<file path="config.mk">
export PLATFORM = sky130hd
export DESIGN_NAME = otg_hpi_cycle_ctrl
export DESIGN_NICKNAME = d
export VERILOG_FILES = /design/src/rtl/otg_hpi_cycle_ctrl.sv
export SDC_FILE = /design/constraint.sdc
export NUM_CORES = 1
export LEC_CHECK = 0
export BUFFER_PORTS_ARGS = -buffer_cell sky130_fd_sc_hd__buf_2
export CORE_MARGIN = 2
export CORE_UTILIZATION = 50
export DETAILED_ROUTE_END_ITERATION = 12
export GPL_TIMING_DRIVEN = 0
export PLACE_DENSITY = 0.82
export SYNTH_ARGS = -nofsm -noshare
export SYNTH_HDL_FRONTEND = slang
export SYNTH_SLANG_ARGS = --single-unit
</file>
<file path="constraint.sdc">
create_clock -name clk -period 2.8 [get_ports clk]
set_clock_uncertainty 0.05 [all_clocks]
set_input_delay 0.28 -clock clk [delete_from_list [all_inputs] [get_ports clk]]
set_output_delay 0.28 -clock clk [all_outputs]
set_load 0.01 [all_outputs]
</file>
<file path="src/rtl/otg_hpi_cycle_ctrl.sv">
// HPI bus-cycle engine for the CY7C67200: turns single read/write requests into
// timed cs_n/rd_n/wr_n strobe sequences and sequences the chip hardware reset.
module otg_hpi_cycle_ctrl #(
  parameter int unsigned SETUP_CYC    = 1,
  parameter int unsigned STROBE_CYC   = 2,
  parameter int unsigned HOLD_CYC     = 1,
  parameter int unsigned RECOVERY_CYC = 2,
  parameter int unsigned RESET_CYC    = 16
) (
  input  logic        clk,
  input  logic        reset_n,
  input  logic        req_valid,
  output logic        req_ready,
  input  logic        req_write,
  input  logic [1:0]  req_addr,
  input  logic [15:0] req_wdata,
  output logic        rsp_valid,
  output logic [15:0] rsp_rdata,
  input  logic        chip_rst_req,
  output logic [1:0]  otg_addr,
  output logic        otg_cs_n,
  output logic        otg_rd_n,
  output logic        otg_wr_n,
  output logic        otg_rst_n,
  output logic [15:0] otg_data_out,
  output logic        otg_data_oe,
  input  logic [15:0] otg_data_in,
  output logic [2:0]  dbg_state
);

  // Handshake: a request is taken on a rising clk edge where req_valid and
  // req_ready are both 1; req_ready is high only while idle, and the req_*
  // inputs are ignored at every other time.

  // Counter reload values (duration - 1); a zero duration behaves as one cycle.
  localparam logic [7:0] SETUP_LD  = (SETUP_CYC  > 1) ? 8'(SETUP_CYC  - 1) : 8'd0;
  localparam logic [7:0] STROBE_LD = (STROBE_CYC > 1) ? 8'(STROBE_CYC - 1) : 8'd0;
  localparam logic [7:0] HOLD_LD   = (HOLD_CYC   > 1) ? 8'(HOLD_CYC   - 1) : 8'd0;
  localparam logic [7:0] RESET_LD  = (RESET_CYC  > 1) ? 8'(RESET_CYC  - 1) : 8'd0;
  // The idle cycle with req_ready high is the last recovery cycle, so RECOVER
  // itself runs one cycle short and is skipped entirely for a 1-cycle recovery.
  localparam logic [7:0] REC_LD    = (RECOVERY_CYC > 2) ? 8'(RECOVERY_CYC - 2) : 8'd0;
  localparam bit         REC_SKIP  = (RECOVERY_CYC <= 1);

  typedef enum logic [2:0] {
    S_IDLE    = 3'd0,
    S_SETUP   = 3'd1,
    S_STROBE  = 3'd2,
    S_HOLD    = 3'd3,
    S_RECOVER = 3'd4,
    S_CHIPRST = 3'd5
  } state_t;

  state_t      state_q, state_d;
  logic [7:0]  cnt_q, cnt_d;
  logic        wr_q, wr_d;
  logic        done;
  logic        enter_recover;
  logic        ready_d, rsp_valid_d, cs_n_d, rd_n_d, wr_n_d, rst_n_d, oe_d;
  logic [1:0]  addr_d;
  logic [15:0] rdata_d, dout_d;

  assign done      = (cnt_q == 8'd0);
  assign dbg_state = state_q;

  always_comb begin
    state_d       = state_q;
    cnt_d         = done ? cnt_q : cnt_q - 8'd1;
    wr_d          = wr_q;
    enter_recover = 1'b0;
    ready_d       = req_ready;
    rsp_valid_d   = 1'b0;
    rdata_d       = rsp_rdata;
    addr_d        = otg_addr;
    cs_n_d        = otg_cs_n;
    rd_n_d        = otg_rd_n;
    wr_n_d        = otg_wr_n;
    rst_n_d       = otg_rst_n;
    dout_d        = otg_data_out;
    oe_d          = otg_data_oe;

    case (state_q)
      S_IDLE: begin
        if (chip_rst_req) begin
          state_d = S_CHIPRST;
          cnt_d   = RESET_LD;
          rst_n_d = 1'b0;
          ready_d = 1'b0;
        end else if (req_valid && req_ready) begin
          state_d = S_SETUP;
          cnt_d   = SETUP_LD;
          wr_d    = req_write;
          addr_d  = req_addr;
          cs_n_d  = 1'b0;
          oe_d    = req_write;
          dout_d  = req_wdata;
          ready_d = 1'b0;
        end else begin
          ready_d = 1'b1;
        end
      end
      S_SETUP: begin
        if (done) begin
          state_d = S_STROBE;
          cnt_d   = STROBE_LD;
          wr_n_d  = ~wr_q;
          rd_n_d  = wr_q;
        end
      end
      S_STROBE: begin
        if (done) begin
          state_d     = S_HOLD;
          cnt_d       = HOLD_LD;
          wr_n_d      = 1'b1;
          rd_n_d      = 1'b1;
          rsp_valid_d = 1'b1;
          if (!wr_q) rdata_d = otg_data_in;
        end
      end
      S_HOLD: begin
        if (done) begin
          cs_n_d        = 1'b1;
          oe_d          = 1'b0;
          enter_recover = 1'b1;
        end
      end
      S_RECOVER: begin
        if (done) begin
          state_d = S_IDLE;
          ready_d = 1'b1;
        end
      end
      S_CHIPRST: begin
        if (done) begin
          rst_n_d       = 1'b1;
          enter_recover = 1'b1;
        end
      end
      default: begin
        state_d = S_IDLE;
      end
    endcase

    if (enter_recover) begin
      if (REC_SKIP) begin
        state_d = S_IDLE;
        ready_d = 1'b1;
      end else begin
        state_d = S_RECOVER;
        cnt_d   = REC_LD;
      end
    end
  end

  always_ff @(posedge clk or negedge reset_n) begin
    if (!reset_n) begin
      state_q      <= S_IDLE;
      cnt_q        <= 8'd0;
      wr_q         <= 1'b0;
      req_ready    <= 1'b0;
      rsp_valid    <= 1'b0;
      rsp_rdata    <= 16'd0;
      otg_addr     <= 2'd0;
      otg_cs_n     <= 1'b1;
      otg_rd_n     <= 1'b1;
      otg_wr_n     <= 1'b1;
      otg_rst_n    <= 1'b1;
      otg_data_out <= 16'd0;
      otg_data_oe  <= 1'b0;
    end else begin
      state_q      <= state_d;
      cnt_q        <= cnt_d;
      wr_q         <= wr_d;
      req_ready    <= ready_d;
      rsp_valid    <= rsp_valid_d;
      rsp_rdata    <= rdata_d;
      otg_addr     <= addr_d;
      otg_cs_n     <= cs_n_d;
      otg_rd_n     <= rd_n_d;
      otg_wr_n     <= wr_n_d;
      otg_rst_n    <= rst_n_d;
      otg_data_out <= dout_d;
      otg_data_oe  <= oe_d;
    end
  end

endmodule

</file>
=== Word-level counts from Yosys, hierarchy flattened ===
Cells that the tools add are included.

* Flip-flop bits (word level): 53
* Bits of input ports: 39
* Output and inout port bits: 44
* Word-level logic and storage cells: 83

* Add/sub/neg operators: 1
* Equal/unequal tests: 18
* Muxes and demuxes: 34
* Bitwise operators: 2
* Reductions and logical operators: 15

{| class="wikitable"
|+ Operator list
! operator !! number
|-
| 2-to-1 mux 8 bit || 6
|-
| one-hot mux 8 bit (3 select lines) || 1
|-
| 2-to-1 mux 3 bit || 6
|-
| inequality test 2 bit, second input constant || 8
|-
| one-hot mux 3 bit (5 select lines) || 1
|-
| 2-to-1 mux 1 bit || 14
|-
| one-hot mux 1 bit (2 select lines) || 6
|-
| AND reduction 3 bit || 4
|-
| inequality test 3 bit, second input constant || 3
|-
| logical NOT 8 bit || 1
|-
| nonzero test 2 bit || 4
|-
| subtractor 8 x 1 -> 8 bit, second input constant || 1
|-
| equality test 3 x 2 -> 1 bit, second input constant || 2
|-
| equality test 3 bit, second input constant || 2
|-
| AND reduction 5 bit || 1
|-
| inequality test 4 bit, second input constant || 1
|-
| AND reduction 4 bit || 1
|-
| equality test 3 x 1 -> 1 bit, second input constant || 1
|-
| logical NOT 3 bit || 1
|-
| inequality test 2 x 1 -> 1 bit, second input constant || 1
|-
| NOT 1 bit || 2
|-
| AND reduction 2 bit || 1
|-
| OR reduction 2 bit || 1
|-
| logical AND 1 bit || 1
|}

=== Depth between registers and ports, before layout ===
* Word-level depth: 6
* Depth in mapped cells: 12

=== Least setup slack after synthesis ===
Ideal clock, no wire load.

* Path type: flip-flop to flip-flop
* Start point: reg cnt_q[2]
* End point: reg rsp_rdata[10]
* Setup time: 0.125 ns
* Arrival time: 2.126 ns
* Required time: 2.625 ns
* Slack: 0.498 ns
* Stages on the path, launching flop included: 9
* Path buffers: 3
* Path through: dfrtp_1 -> nor4_4 -> and3_1 -> buf_6 -> inv_4 -> or4_4 -> buf_6 -> buf_12 -> mux2_4

* Word-level cells in the longest chain between the ends: 2

{| class="wikitable"
|+ Ends and longest elaborated chain
! element !! RTL line !! RTL
|-
| start: declaration || 55 || <nowiki>logic [7:0] cnt_q, cnt_d;</nowiki>
|-
| start signal: assignment || 172 || <nowiki>cnt_q <= cnt_d;</nowiki>
|-
| logical NOT 8 bit || 63 || <nowiki>assign done = (cnt_q == 8'd0);</nowiki>
|-
| AND reduction 3 bit (no source line) || n/a ||
|-
| end signal: assignment || 176 || <nowiki>rsp_rdata <= rdata_d;</nowiki>
|-
| end: declaration || 18 || <nowiki>output logic [15:0] rsp_rdata,</nowiki>
|}

No other way between the ends.
A chain may end at the register's enable or synchronous reset.

=== Worst setup path after layout ===
Ends and elaborated chain as after synthesis.

==> results.sh <==
export IMPL_drv_slew=0
export IMPL_yosys_warnings=0
export IMPL_globalRoute_totalOverflow=0
export IMPL_clock_path_buffers=2
export IMPL_vias_per_cell=5.257
export IMPL_power_per_cell_area_nw_per_um2=743.9
export IMPL_core_area_sq_um=4692
export IMPL_avgSynthCellArea_sq_um=12.73
export IMPL_timing_fmax_mhz=410.4
export IMPL_tritoncts="built"
export IMPL_crit_chain="nor4_4 > and3_1 > buf_6 > inv_4 > or4_4 > buf_6 > buf_12 > mux2_4"
export IMPL_crit_top_cell="buf_6"
export IMPL_synth_flop_cell="dfrtp_1"
export IMPL_io_pins=83
export IMPL_post_route_min_period_ns=2.436
export IMPL_clk_pin_slew_worst_paths_ns=0.10
export IMPL_drtIter0Drc=40
export IMPL_antenna_found_initial=0
export IMPL_layout_drive_gt1_share_pct=48.57
export IMPL_final_antenna_net_count=0
export IMPL_hold_path_class="in2async"
export IMPL_synth_area_sq_um=2419
export IMPL_ctsHoldBuffers=0
export IMPL_end_kind="register"
export IMPL_portBuffers=82
export IMPL_syn_nets=233
export IMPL_h_tree_depth=2
export IMPL_tns_ns=0
export IMPL_postSynth_asyncResetShare_pct=100.0
export IMPL_synth_edff_count=0
export IMPL_core_rowCount=25
export IMPL_worstPathMaxFanout=10
export IMPL_cts_resized=0
export IMPL_routedWlPerCell_um=14.42
export IMPL_drc_errors=0
export IMPL_die_area_sq_um=5410
export IMPL_ir_worst_vdd_v=0.0004306
export IMPL_hold_viol_final=0
export IMPL_cp_required_ns=2.96
export IMPL_postSynthCellCount=190
export IMPL_slowest_stage="or4_4"
export IMPL_fill_cells=370
export IMPL_grt_usage_pct=17.78
export IMPL_max_cap_violations=0
export IMPL_layout_nets=322
export IMPL_diodes=0
export IMPL_arrival_ns=2.60
export IMPL_placed_cells=326
export IMPL_start_util_pct=51.55
export IMPL_tightest_slew_ns=1.116
export IMPL_hpwlAfterDp_mm=3.566
export IMPL_slew_limit_headroom_pct=25.59
export IMPL_grt_pass1_wl_mm=7.341
export IMPL_postCtsSetupRepairBufs=0
export IMPL_syn2layout_area_growth_pct=23.54
export IMPL_grt_max_degree=54
export IMPL_finalCritPeriodShare_pct=87.02
export IMPL_fp_dieH_um=73.55
export IMPL_setup_viol=0
export IMPL_clk_latency_ns=0.31
export IMPL_yosysSeqAreaShare_pct=55.04
export IMPL_cts_sinks=53
export IMPL_rsz0062_at_grt="false"
export IMPL_synth_cell_type_count=42
export IMPL_instances_no_fill=334
export IMPL_ys_ff_latch=53
export IMPL_firstDrtPassIters=4
export IMPL_num_vias=1756
export IMPL_fp_dieW_um=73.55
export IMPL_cts_buffers=5
export IMPL_cts_root_buf="clkbuf_8"
export IMPL_status="finished clean"
export IMPL_critPathLaunchType="register"
export IMPL_globalplace_congestion=0.7832
export IMPL_path_class="reg2reg"
export IMPL_routed_wl_mm=4.816
export IMPL_p_leak_nw=1.519
export IMPL_grt_pass1_vias=1626
export IMPL_cpPeakStageDelay_ns=0.48
[path summary, 6_finish.rpt]
kind                                 start            end  slack [ns]  cells after the start
setup / recovery                  cnt_q[2]  rsp_rdata[10]        0.36                      8
hold / removal                     reset_n  rsp_rdata[12]        0.12                      1
min in group clk           otg_data_in[12]  rsp_rdata[12]        0.14                      2
max in group asynchronous          reset_n       cnt_q[6]        1.89                      1
hold reg to reg               rsp_rdata[0]   rsp_rdata[0]        0.46                      1
setup reg to reg                  cnt_q[2]  rsp_rdata[10]        0.36                      8
[where the power goes]
part	switching (mW)	leakage (nW)	total, mW	internal, mW
sequential	0.133	0.653	1.07	0.942
combinational	0.373	0.818	0.718	0.345
clock	0.253	0.0481	0.430	0.178
[flip-flops by register name, summed over array words and instances, names as in the netlist]
| signal | count |
|---|---|
| otg_data_oe | 1 |
| otg_data_out | 16 |
| otg_addr | 2 |
| req_ready | 1 |
| cnt_q | 8 |
| wr_q | 1 |
| otg_rd_n | 1 |
| dbg_state | 3 |
| otg_wr_n | 1 |
| otg_rst_n | 1 |
| rsp_valid | 1 |
| otg_cs_n | 1 |
| rsp_rdata | 16 |
[synthesized netlist by cell type (3+ instances only)]
cell | n | share of area (%)
clkbuf_1 | 5 | 0.78
nand2_1 | 9 | 1.4
xor2_1 | 5 | 1.8
mux2_2 | 26 | 12
o21ai_0 | 3 | 0.62
buf_1 | 3 | 0.47
mux2_4 | 10 | 6.2
dfrtp_1 | 49 | 51
nor3_1 | 4 | 0.83
a21oi_1 | 7 | 1.4
nor2_1 | 16 | 2.5
dfstp_2 | 4 | 4.3
ha_1 | 4 | 2.1
inv_1 | 5 | 0.78
nand3_1 | 3 | 0.62
[final cells by class]
class,instances,area (sq um),share of cell area [%]
Sequential cell,53,1331,44.56
Multi-Input combinational cell,120,989.7,33.12
Tap cell,54,67.56,2.261
Timing Repair Buffer,82,410.4,13.74
Buffer,11,72.57,2.429
Clock buffer,5,68.82,2.303
Inverter,6,25.02,0.8375
Clock inverter,3,22.52,0.7538
[metrics by stage]
stage / hold WS [ns] / area [sq um] / setup slack [ns] / util, % / power, mW
2_1_floorplan: -0.06559 / 2419 / 0.4985 / - / 1.550
3_3_place_gp: 0.4324 / 2897 / 0.3790 / 61.73 / 1.771
3_5_place_dp: 0.4375 / 2897 / 0.3765 / 61.73 / 1.801
4_1_cts: 0.1302 / 2988 / 0.3579 / 63.68 / 2.242
5_1_grt: 0.1228 / 2988 / 0.1788 / 63.68 / 2.362
6_report: 0.1207 / 2988 / 0.3636 / 63.68 / 2.223
[placed cells by master (no fill, tap or decap), types with 4 or more instances in the layout]
cell	instances
buf_2	82
dfrtp_1	49
mux2_2	26
nor2_1	16
mux2_4	10
nand2_1	9
a21oi_1	7
inv_1	5
clkbuf_1	5
xor2_1	5
clkbuf_8	5
nor3_1	4
ha_1	4
dfstp_2	4
[kinds of logic after synthesis]
logic type | synth area share [%]
flip-flops | 55.04
AND/OR/NAND/NOR | 9.157
multiplexers | 19.14
AO/OA/AOI/OAI | 8.019
buffers and inverters | 4.035
XOR/XNOR | 2.535
adder cells (fa/ha/maj) | 2.069
[layer usage]
layer | track usage [%] | routed length, um | vias up
met3 | 4.390 | 237 | 6
met1 | 22.30 | 2087 | 845
met5 | 0 | 0 | -
li1 | - | - | 851
met4 | 7.071 | 68 | 0
met2 | 29.46 | 2424 | 54
[critical path: cells and delay by family, from the launching register on]
family	cells	cell delay, ns
buffers and inverters	4	0.49
flip-flops	1	0.45
multiplexers	1	0.29
AND/OR/NAND/NOR	3	1.05
No activity file was read; power rests on OpenSTA's default activity.
